--- src/rtl/nand_gate_sweeper.sv ---
// rtl/nand_gate_sweeper.sv - N-input NAND-only logic gate with self-test truth-table sweeper
//
// Purpose: a parametrised gate (OR/AND/NOR/XOR selected by mode) built only
// from 2-input NAND cells. A small FSM applies every input vector, captures
// the response into tt_out and checks it against a behavioural golden table.
//
// Optional feature macro: NAND_SWEEP_FAULT_INJECT_EN (adds fault_en/fault_vec
// ports that invert the captured bit for one chosen vector).
//
// Ports:
//   clk       - rising-edge clock
//   rst       - synchronous active-high reset
//   start     - begin a sweep (sampled only in IDLE)
//   mode      - 00 OR, 01 AND, 10 NOR, 11 XOR
//   fault_en  - (macro only) enable stuck-inverted capture fault
//   fault_vec - (macro only) vector index whose capture is inverted
//   busy      - high in APPLY/SAMPLE/CHECK/DONE
//   done      - one-cycle pulse in DONE
//   pass      - captured table equals golden (valid with done, held)
//   tt_out    - captured truth table, bit i = response to vector i
//   fail_idx  - lowest mismatching vector, 0 on pass
//   vec_out   - vector currently applied to the network
//   gate_out  - live NAND-network output for vec_out

module nand2_cell (
  input  logic a_i,
  input  logic b_i,
  output logic y_o
);
  assign y_o = ~(a_i & b_i);
endmodule

// 2:1 mux from four NAND cells; y_o = s_i ? b_i : a_i
module mux2_nand (
  input  logic s_i,
  input  logic a_i,
  input  logic b_i,
  output logic y_o
);
  logic s_n, p, q;
  nand2_cell u_sn (.a_i(s_i), .b_i(s_i), .y_o(s_n));
  nand2_cell u_p  (.a_i(a_i), .b_i(s_n), .y_o(p));
  nand2_cell u_q  (.a_i(b_i), .b_i(s_i), .y_o(q));
  nand2_cell u_y  (.a_i(p),   .b_i(q),   .y_o(y_o));
endmodule

module nand_gate_sweeper #(
  parameter int N_IN = 2
) (
  input  logic                 clk,
  input  logic                 rst,
  input  logic                 start,
  input  logic [1:0]           mode,
`ifdef NAND_SWEEP_FAULT_INJECT_EN
  input  logic                 fault_en,
  input  logic [N_IN-1:0]      fault_vec,
`endif
  output logic                 busy,
  output logic                 done,
  output logic                 pass,
  output logic [2**N_IN-1:0]   tt_out,
  output logic [N_IN-1:0]      fail_idx,
  output logic [N_IN-1:0]      vec_out,
  output logic                 gate_out
);

  localparam int TT_W = 2**N_IN;

  if ((N_IN < 1) || (N_IN > 4)) begin : g_bad_n_in
    $error("nand_gate_sweeper: N_IN must be in 1..4");
  end

  typedef enum logic [2:0] {IDLE, APPLY, SAMPLE, CHECK, DONE} state_t;

  state_t            state_q;
  logic [1:0]        mode_q;
  logic [N_IN-1:0]   idx_q, idx_d;
  logic [N_IN-1:0]   vec_q;
  logic [N_IN-1:0]   fail_q;
  logic [TT_W-1:0]   tt_q;
  logic              busy_q, done_q, pass_q;

  // ---------------- NAND network ----------------
  // Each stage keeps its own chain signals (running AND of inputs, running
  // AND of inverted inputs, running XOR) so no vector feeds back into itself.
  for (genvar k = 0; k < N_IN; k++) begin : g_bit
    logic inv_v, and_v, and_n, xor_c;
    nand2_cell u_inv (.a_i(vec_q[k]), .b_i(vec_q[k]), .y_o(inv_v));
    if (k == 0) begin : g_first
      assign and_v = vec_q[0];
      assign and_n = inv_v;
      assign xor_c = vec_q[0];
    end else begin : g_chain
      logic nv, nn, xt, xp, xq;
      nand2_cell u_nv (.a_i(g_bit[k-1].and_v), .b_i(vec_q[k]), .y_o(nv));
      nand2_cell u_av (.a_i(nv), .b_i(nv), .y_o(and_v));
      nand2_cell u_nn (.a_i(g_bit[k-1].and_n), .b_i(inv_v), .y_o(nn));
      nand2_cell u_an (.a_i(nn), .b_i(nn), .y_o(and_n));
      // classic 4-NAND XOR cell
      nand2_cell u_x0 (.a_i(g_bit[k-1].xor_c), .b_i(vec_q[k]), .y_o(xt));
      nand2_cell u_x1 (.a_i(g_bit[k-1].xor_c), .b_i(xt),       .y_o(xp));
      nand2_cell u_x2 (.a_i(vec_q[k]),         .b_i(xt),       .y_o(xq));
      nand2_cell u_x3 (.a_i(xp),               .b_i(xq),       .y_o(xor_c));
    end
  end

  logic or_y, and_y, nor_y, xor_y, sel_lo, sel_hi, gate_y;
  // OR = NAND of all inverted inputs = inverter on the inverted-input AND chain
  nand2_cell u_or  (.a_i(g_bit[N_IN-1].and_n), .b_i(g_bit[N_IN-1].and_n), .y_o(or_y));
  assign and_y = g_bit[N_IN-1].and_v;
  nand2_cell u_nor (.a_i(or_y), .b_i(or_y), .y_o(nor_y));
  assign xor_y = g_bit[N_IN-1].xor_c;

  mux2_nand u_mux_lo (.s_i(mode_q[0]), .a_i(or_y),   .b_i(and_y),  .y_o(sel_lo));
  mux2_nand u_mux_hi (.s_i(mode_q[0]), .a_i(nor_y),  .b_i(xor_y),  .y_o(sel_hi));
  mux2_nand u_mux    (.s_i(mode_q[1]), .a_i(sel_lo), .b_i(sel_hi), .y_o(gate_y));

  // ---------------- golden table and comparison ----------------
  function automatic logic golden_bit(input logic [1:0] m, input logic [N_IN-1:0] v);
    case (m)
      2'b00:   return |v;
      2'b01:   return &v;
      2'b10:   return ~|v;
      default: return ^v;
    endcase
  endfunction

  logic [TT_W-1:0] golden, diff;
  logic [N_IN-1:0] first_idx;

  always_comb begin
    golden = '0;
    for (int i = 0; i < TT_W; i++) begin
      golden[i] = golden_bit(mode_q, N_IN'(i));
    end
    diff = tt_q ^ golden;
    // scan high to low so the lowest differing index wins
    first_idx = '0;
    for (int i = TT_W - 1; i >= 0; i--) begin
      if (diff[i]) first_idx = N_IN'(i);
    end
  end

  logic sample_bit;
`ifdef NAND_SWEEP_FAULT_INJECT_EN
  assign sample_bit = gate_y ^ (fault_en && (idx_q == fault_vec));
`else
  assign sample_bit = gate_y;
`endif

  assign idx_d = idx_q + 1'b1;

  // ---------------- sweep FSM ----------------
  // vec_q is loaded on entry to APPLY so the network settles during APPLY
  // and the response is captured at the end of SAMPLE.
  always_ff @(posedge clk) begin
    if (rst) begin
      state_q <= IDLE;
      mode_q  <= 2'b00;
      idx_q   <= '0;
      vec_q   <= '0;
      fail_q  <= '0;
      tt_q    <= '0;
      busy_q  <= 1'b0;
      done_q  <= 1'b0;
      pass_q  <= 1'b0;
    end else begin
      done_q <= 1'b0;
      case (state_q)
        IDLE: begin
          if (start) begin
            mode_q  <= mode;
            tt_q    <= '0;
            pass_q  <= 1'b0;
            fail_q  <= '0;
            idx_q   <= '0;
            vec_q   <= '0;
            busy_q  <= 1'b1;
            state_q <= APPLY;
          end
        end
        APPLY: state_q <= SAMPLE;
        SAMPLE: begin
          tt_q[idx_q] <= sample_bit;
          if (idx_q == {N_IN{1'b1}}) begin
            state_q <= CHECK;
          end else begin
            idx_q   <= idx_d;
            vec_q   <= idx_d;
            state_q <= APPLY;
          end
        end
        CHECK: begin
          pass_q  <= (diff == '0);
          fail_q  <= first_idx;
          done_q  <= 1'b1;
          state_q <= DONE;
        end
        DONE: begin
          busy_q  <= 1'b0;
          state_q <= IDLE;
        end
        default: begin
          busy_q  <= 1'b0;
          state_q <= IDLE;
        end
      endcase
    end
  end

  assign busy     = busy_q;
  assign done     = done_q;
  assign pass     = pass_q;
  assign tt_out   = tt_q;
  assign fail_idx = fail_q;
  assign vec_out  = vec_q;
  assign gate_out = gate_y;

endmodule

--- config.mk ---
export PLATFORM = sky130hd
export DESIGN_NAME = nand_gate_sweeper
export DESIGN_NICKNAME = d
export VERILOG_FILES = /design/src/rtl/nand_gate_sweeper.sv
export SDC_FILE = /design/constraint.sdc
export NUM_CORES = 1
export LEC_CHECK = 0
export BUFFER_PORTS_ARGS = -buffer_cell sky130_fd_sc_hd__clkbuf_2
export CAP_MARGIN = 5
export CORE_MARGIN = 10
export CORE_UTILIZATION = 52
export CTS_CLUSTER_DIAMETER = 60
export DETAILED_ROUTE_END_ITERATION = 16
export PLACE_DENSITY = 0.81
export SYNTH_ARGS = -nofsm -noshare
export SYNTH_HDL_FRONTEND = slang
export SYNTH_SLANG_ARGS = --single-unit
--- constraint.sdc ---
create_clock -name clk -period 3.4 [get_ports clk]
set_input_delay 0.17 -clock clk [delete_from_list [all_inputs] [get_ports clk]]
set_output_delay 0.17 -clock clk [all_outputs]
set_load 0.03 [all_outputs]
# --- Word level (Yosys, flattened, before mapping) ---
# Index checks and enable logic that the tools add are counted.
totals:
  reg_bits: 16
  output_inout_bits: 12
op_classes:
  eq_ne: 8
  mux: 24
  bitwise_logic: 34
  n_reduce_logical: 14
  n_lt_le_gt_ge: 2
  addsub: 1
ops:
  columns: ["operator", "count"]
  rows:
  - ["inverter 1 bit", 19]
  - ["bitwise AND 1 bit", 14]
  - ["2-to-1 mux 2 bit", 7]
  - ["case mux 3 bit (4 select lines)", 1]
  - ["case mux 2 bit (2 select lines)", 2]
  - ["case mux 4 bit (2 select lines)", 1]
  - ["AND reduction 2 bit", 4]
  - ["2-to-1 mux 1 bit", 7]
  - ["== test 3 x 2 -> 1 bit, second input constant", 2]
  - ["bitwise mux 4 bit", 1]
  - ["== test 2 bit, second input constant", 2]
  - ["zero test 4 bit", 1]
  - ["2-to-1 mux 4 bit", 1]
  - ["!= test 2 bit, second input constant", 2]
  - ["case mux 1 bit (2 select lines)", 2]
  - ["nonzero test 2 bit", 2]
  - ["OR reduction 2 bit", 2]
  - ["bitwise XOR 4 bit", 1]
  - ["== test 3 x 1 -> 1 bit, second input constant", 1]
  - ["zero test 3 bit", 1]
  - ["less-than comparator 2 x 3 -> 1 bit, second input constant", 1]
  - ["2-to-1 mux 3 bit", 1]
  - ["AND reduction 3 bit", 1]
  - ["OR reduction 3 bit", 1]
  - ["other kinds (6)", 6]

# --- Depth between registers and ports, before layout ---
depth:
  depth_word: 16
  mapped_depth: 6
  ltp_nobuf: 6

# --- By module ---
# Synthesis repeated with hierarchy kept, for this count alone.
hier_totals:
  hier_cells: 114
  hier_area_um2: 958.4
modules_own_cells:
  columns: ["mod", "instances", "seq_area_each_um2", "cells_each", "area_each_um2"]
  rows:
  - ["nand_gate_sweeper", 1, 320.3, 90, 868.3]
  - ["nand2_cell", 24, 0.0, 1, 3.8]

# --- Worst setup path before layout ---
# Ideal clock, no wire load.
synth_timing:
  kind: "reg-to-output"
  from: "register vec_q[0], in the netlist vec_out[0]"
  to: "output port gate_out"
  stages_incl_launch_ff: 6
  arrival_ns: 1.437
  slack_ns: 1.793
  cell_sequence: "dfxtp_1 -> inv_1 -> ha_1 -> nor2b_1 -> o21ai_0 -> and2_1"
synth_via:
  elab_chain_len: 14
synth_lines:
  columns: ["item", "line_no", "rtl"]
  rows:
  - ["start, declared", "78", "logic [N_IN-1:0] vec_q;"]
  - ["start signal, assigned", "189", "vec_q <= idx_d;"]
  - ["bitwise AND 1 bit", "30", "assign y_o = ~(a_i & b_i);"]
  - ["inverter 1 bit", "30", null]
  - ["bitwise AND 1 bit", "30", null]
  - ["inverter 1 bit", "30", null]
  - ["bitwise AND 1 bit", "30", null]
  - ["inverter 1 bit", "30", null]
  - ["bitwise AND 1 bit", "30", null]
  - ["inverter 1 bit", "30", null]
  - ["bitwise AND 1 bit", "30", null]
  - ["inverter 1 bit", "30", null]
  - ["bitwise AND 1 bit", "30", null]
  - ["inverter 1 bit", "30", null]
  - ["bitwise AND 1 bit (*)", "30", null]
  - ["inverter 1 bit (*)", "30", null]
  - ["end, declared", "64", "output logic gate_out"]
# Mark *: on every way between the ends. The rest lies on a longest branch, timed or not.

# --- Worst setup path in the final report ---
# Same ends and word-level chain as after synthesis.

==> flow_metrics.tcl <==
set metrics [dict create \
    cpMaxStageDelayCell "dfxtp_1" \
    synth.avg_cell_area_um2 8.78 \
    required_ps 3230 \
    core_um2 1540 \
    nNetsFinal 125 \
    yosysTopAreaCellShare_pct 37.2 \
    synth-xor-area-share_pct 3.05 \
    yosys.area_share.simple_pct 27.0 \
    p_int_mw 0.278 \
    postSynth.asyncResetShare_pct 0 \
    cp-start-kind "flop" \
    drive_gt1_share_pct 20.5 \
    syn-cell-area_um2 861 \
    dr.first_iter.drc_count 30 \
    postCtsSetupBuffers 0 \
    slew_viol_final 0 \
    worstPathMaxFanout 6 \
    ys_types 32 \
    portBuffers 16 \
    hold-path-endpoint "mode_q[0]$_SDFFE_PP0P_" \
    via_count 700 \
    firstDrtPassIters 4 \
    hp-class "primary input to flop" \
    h-tree-depth 1 \
    rr_worst_depth 6 \
    power_frac_seq_pct 52.7 \
    die_area_um2 3680 \
    cts-root-buf "clkbuf_4" \
    yosys_warnings 0 \
    status "complete, no violations" \
    ys.flop_type "dfxtp_1" \
    die_w_um 60.7 \
    setup_viol 0 \
    leakagePower_nw 0.402 \
    cap_violations 0 \
    cp-end-kind "output port" \
    drc 0 \
    grt_pass1_wl_um 2990 \
    min_from "mode[0]" \
    postRouteAntennaNets 0 \
    fmax_ghz 0.476 \
    comb_power_share_pct 13.8 \
    period_share_pct 61.8 \
    hold_viol 0 \
    peakVddDrop_uv 274 \
    cts_buffer_depth 2 \
    n_antenna_cell 0 \
    clock_skew_ps 3.15 \
    p_clk_share_pct 33.5 \
    path_cells "inv_1, ha_1, nor2b_1, o21ai_0, and2_1, clkbuf_2" \
    yosysTopAreaCell "dfxtp_1" \
    cpPeakStageDelay_ps 420 \
    cp-startpoint "vec_out[0]$_SDFFE_PP0P_" \
    yosysMostFrequentCell "dfxtp_1" \
    drt-total-wl_um 1720 \
    insertion_delay_ps 290 \
    ios 17 \
    ys_ff_latch 16 \
    num_rows 14 \
    synth-edff-count 0 \
    synth_top_family_by_area "simple AND/OR/NAND/NOR gates" \
    chipHeight_um 60.7 \
    netSwitchingPower_mw 0.100 \
    rsz0062_at_grt "false" \
    p_per_area_nw_per_um2 393 \
    worst_pin_slew_ps 463 \
    area_delta_synth_final_pct 11.8 \
    grt_max_degree 17 \
    timing.hold.ws_ps 113 \
    grt_usage_pct 10.4 \
    synthAdderAreaFrac_pct 10.2 \
    netlist_instances 98 \
    r2r_slack_ps 1770 \
    grt_pass1_vias 667 \
    ctsResizeCount 0 \
    ys_top_cells_by_area "dfxtp_1, ha_1, a21oi_1, mux2i_1, nand2_1" \
    wl_per_cell_um 13.4 \
    synth_commonest_cells "dfxtp_1, a21oi_1, nand2_1" \
    cts.clk_slew.worst_paths_ps 90 \
    hold-path-cell-count 3 \
    setup_tns_ps 0 \
    numCtsBuffers 3 \
    syn-num-nets 110 \
    p_sw_share_pct 26.5 \
    grt_overflow 0 \
    cts.sinks 16 \
    path_class "flop to output port" \
    fin_crit_ps 2100 \
    hpwl_um 1310 \
    fill_cells 147 \
    slew_headroom_pct 68.8 \
    arrival_ps 1930 \
    synthMuxAreaShare_pct 4.80 \
    cts_tree "yes" \
    yosysSeqAreaShare_pct 37.2 \
    r2r-end "tt_out[0]$_SDFFE_PP0P_" \
    synth_compound_area_share_pct 11.5 \
    antenna_found_initial 0 \
    routed_via_density 5.47 \
    ctsHoldBuffers 0 \
    start_util_pct 55.8 \
    gp_congestion 0.837 \
    reg2reg_from "vec_out[0]$_SDFFE_PP0P_" \
]
area by class of cell:
class                           count  area (um2)  area share [%]
Clock buffer                        4        36.3            3.77
Inverter                            5        18.8            1.95
Multi-Input combinational cell     71         487            50.6
Sequential cell                    16         320            33.3
Tap cell                           16        20.0            2.08
Timing Repair Buffer               16        80.1            8.32
placed cells by master, fill, tap and decap left out, types with 2 or more instances in the layout:
cell	Yosys	routed
dfxtp_1	16	16
clkbuf_2	0	16
nand2_1	8	8
a21oi_1	8	8
ha_1	7	7
nor2_1	6	6
inv_1	5	5
nand3_1	5	5
nor3_1	5	5
nand4_1	4	4
mux2i_1	3	3
clkbuf_4	0	3
nor2b_1	2	2
o21ai_0	2	2
nand2b_1	2	2
xor2_1	2	2
nor4_1	2	2
o311ai_0	2	2
cells by family after synthesis:
group                      after synthesis
DFF                                     16
muxes                                    4
adders and majority gates                7
xor gates and xnor gates                 3
and+or+nand+nor                         41
buffers and inverters                   11
AOI/OAI and AO/OA                       16
power groups by stage:
stage	clock [mW]	combinational (mW)	sequential [mW]
2_1_floorplan	0	0.0392	0.205
3_3_place_gp	0	0.0509	0.203
3_5_place_dp	0	0.0521	0.204
4_1_cts	0.134	0.0525	0.200
5_1_grt	0.143	0.0580	0.201
6_report	0.127	0.0522	0.200
state kept, by name, summed over array words and instances (netlist names):
register  flops
tt_out        4
state_q       3
fail_idx      2
mode_q        2
vec_out       2
busy          1
done          1
pass          1
per-stage QoR:
stage / area [um2] / std cells / total power [mW] / setup WS (ps) / utilization (%)
2_1_floorplan: 861 / 98 / 0.245 / 1790 / -
5_1_grt: 962 / 128 / 0.402 / 1170 / 62.4
6_report: 962 / 128 / 0.379 / 1300 / 62.4
3_5_place_dp: 926 / 124 / 0.256 / 1640 / 60.1
3_3_place_gp: 926 / 124 / 0.254 / 1700 / 60.1
4_1_cts: 962 / 128 / 0.386 / 1310 / 62.4
worst max-delay path by stage:
stage | to | cells past startpoint | slack (ps)
floorplan | gate_out | 5 | 1790
global placement | gate_out | 6 | 1700
detailed placement | gate_out | 6 | 1640
CTS | gate_out | 6 | 1310
global route | gate_out | 6 | 1170
finish | gate_out | 6 | 1300
routing by layer:
metal / track usage, % / share of wire, %
met3: 5.01 / 7.3
met1: 12.5 / 45
met5: 0 / 0
met2: 15.9 / 47
met4: 3.76 / 0.52
critical path, delay by kind of cell, from the launching register on:
kind	cells	cell delay, ps
adders and majority gates	1	310
and+or+nand+nor	2	240
AOI/OAI and AO/OA	1	380
DFF	1	420
buffers and inverters	2	290
(Power assumes the default switching activity.)
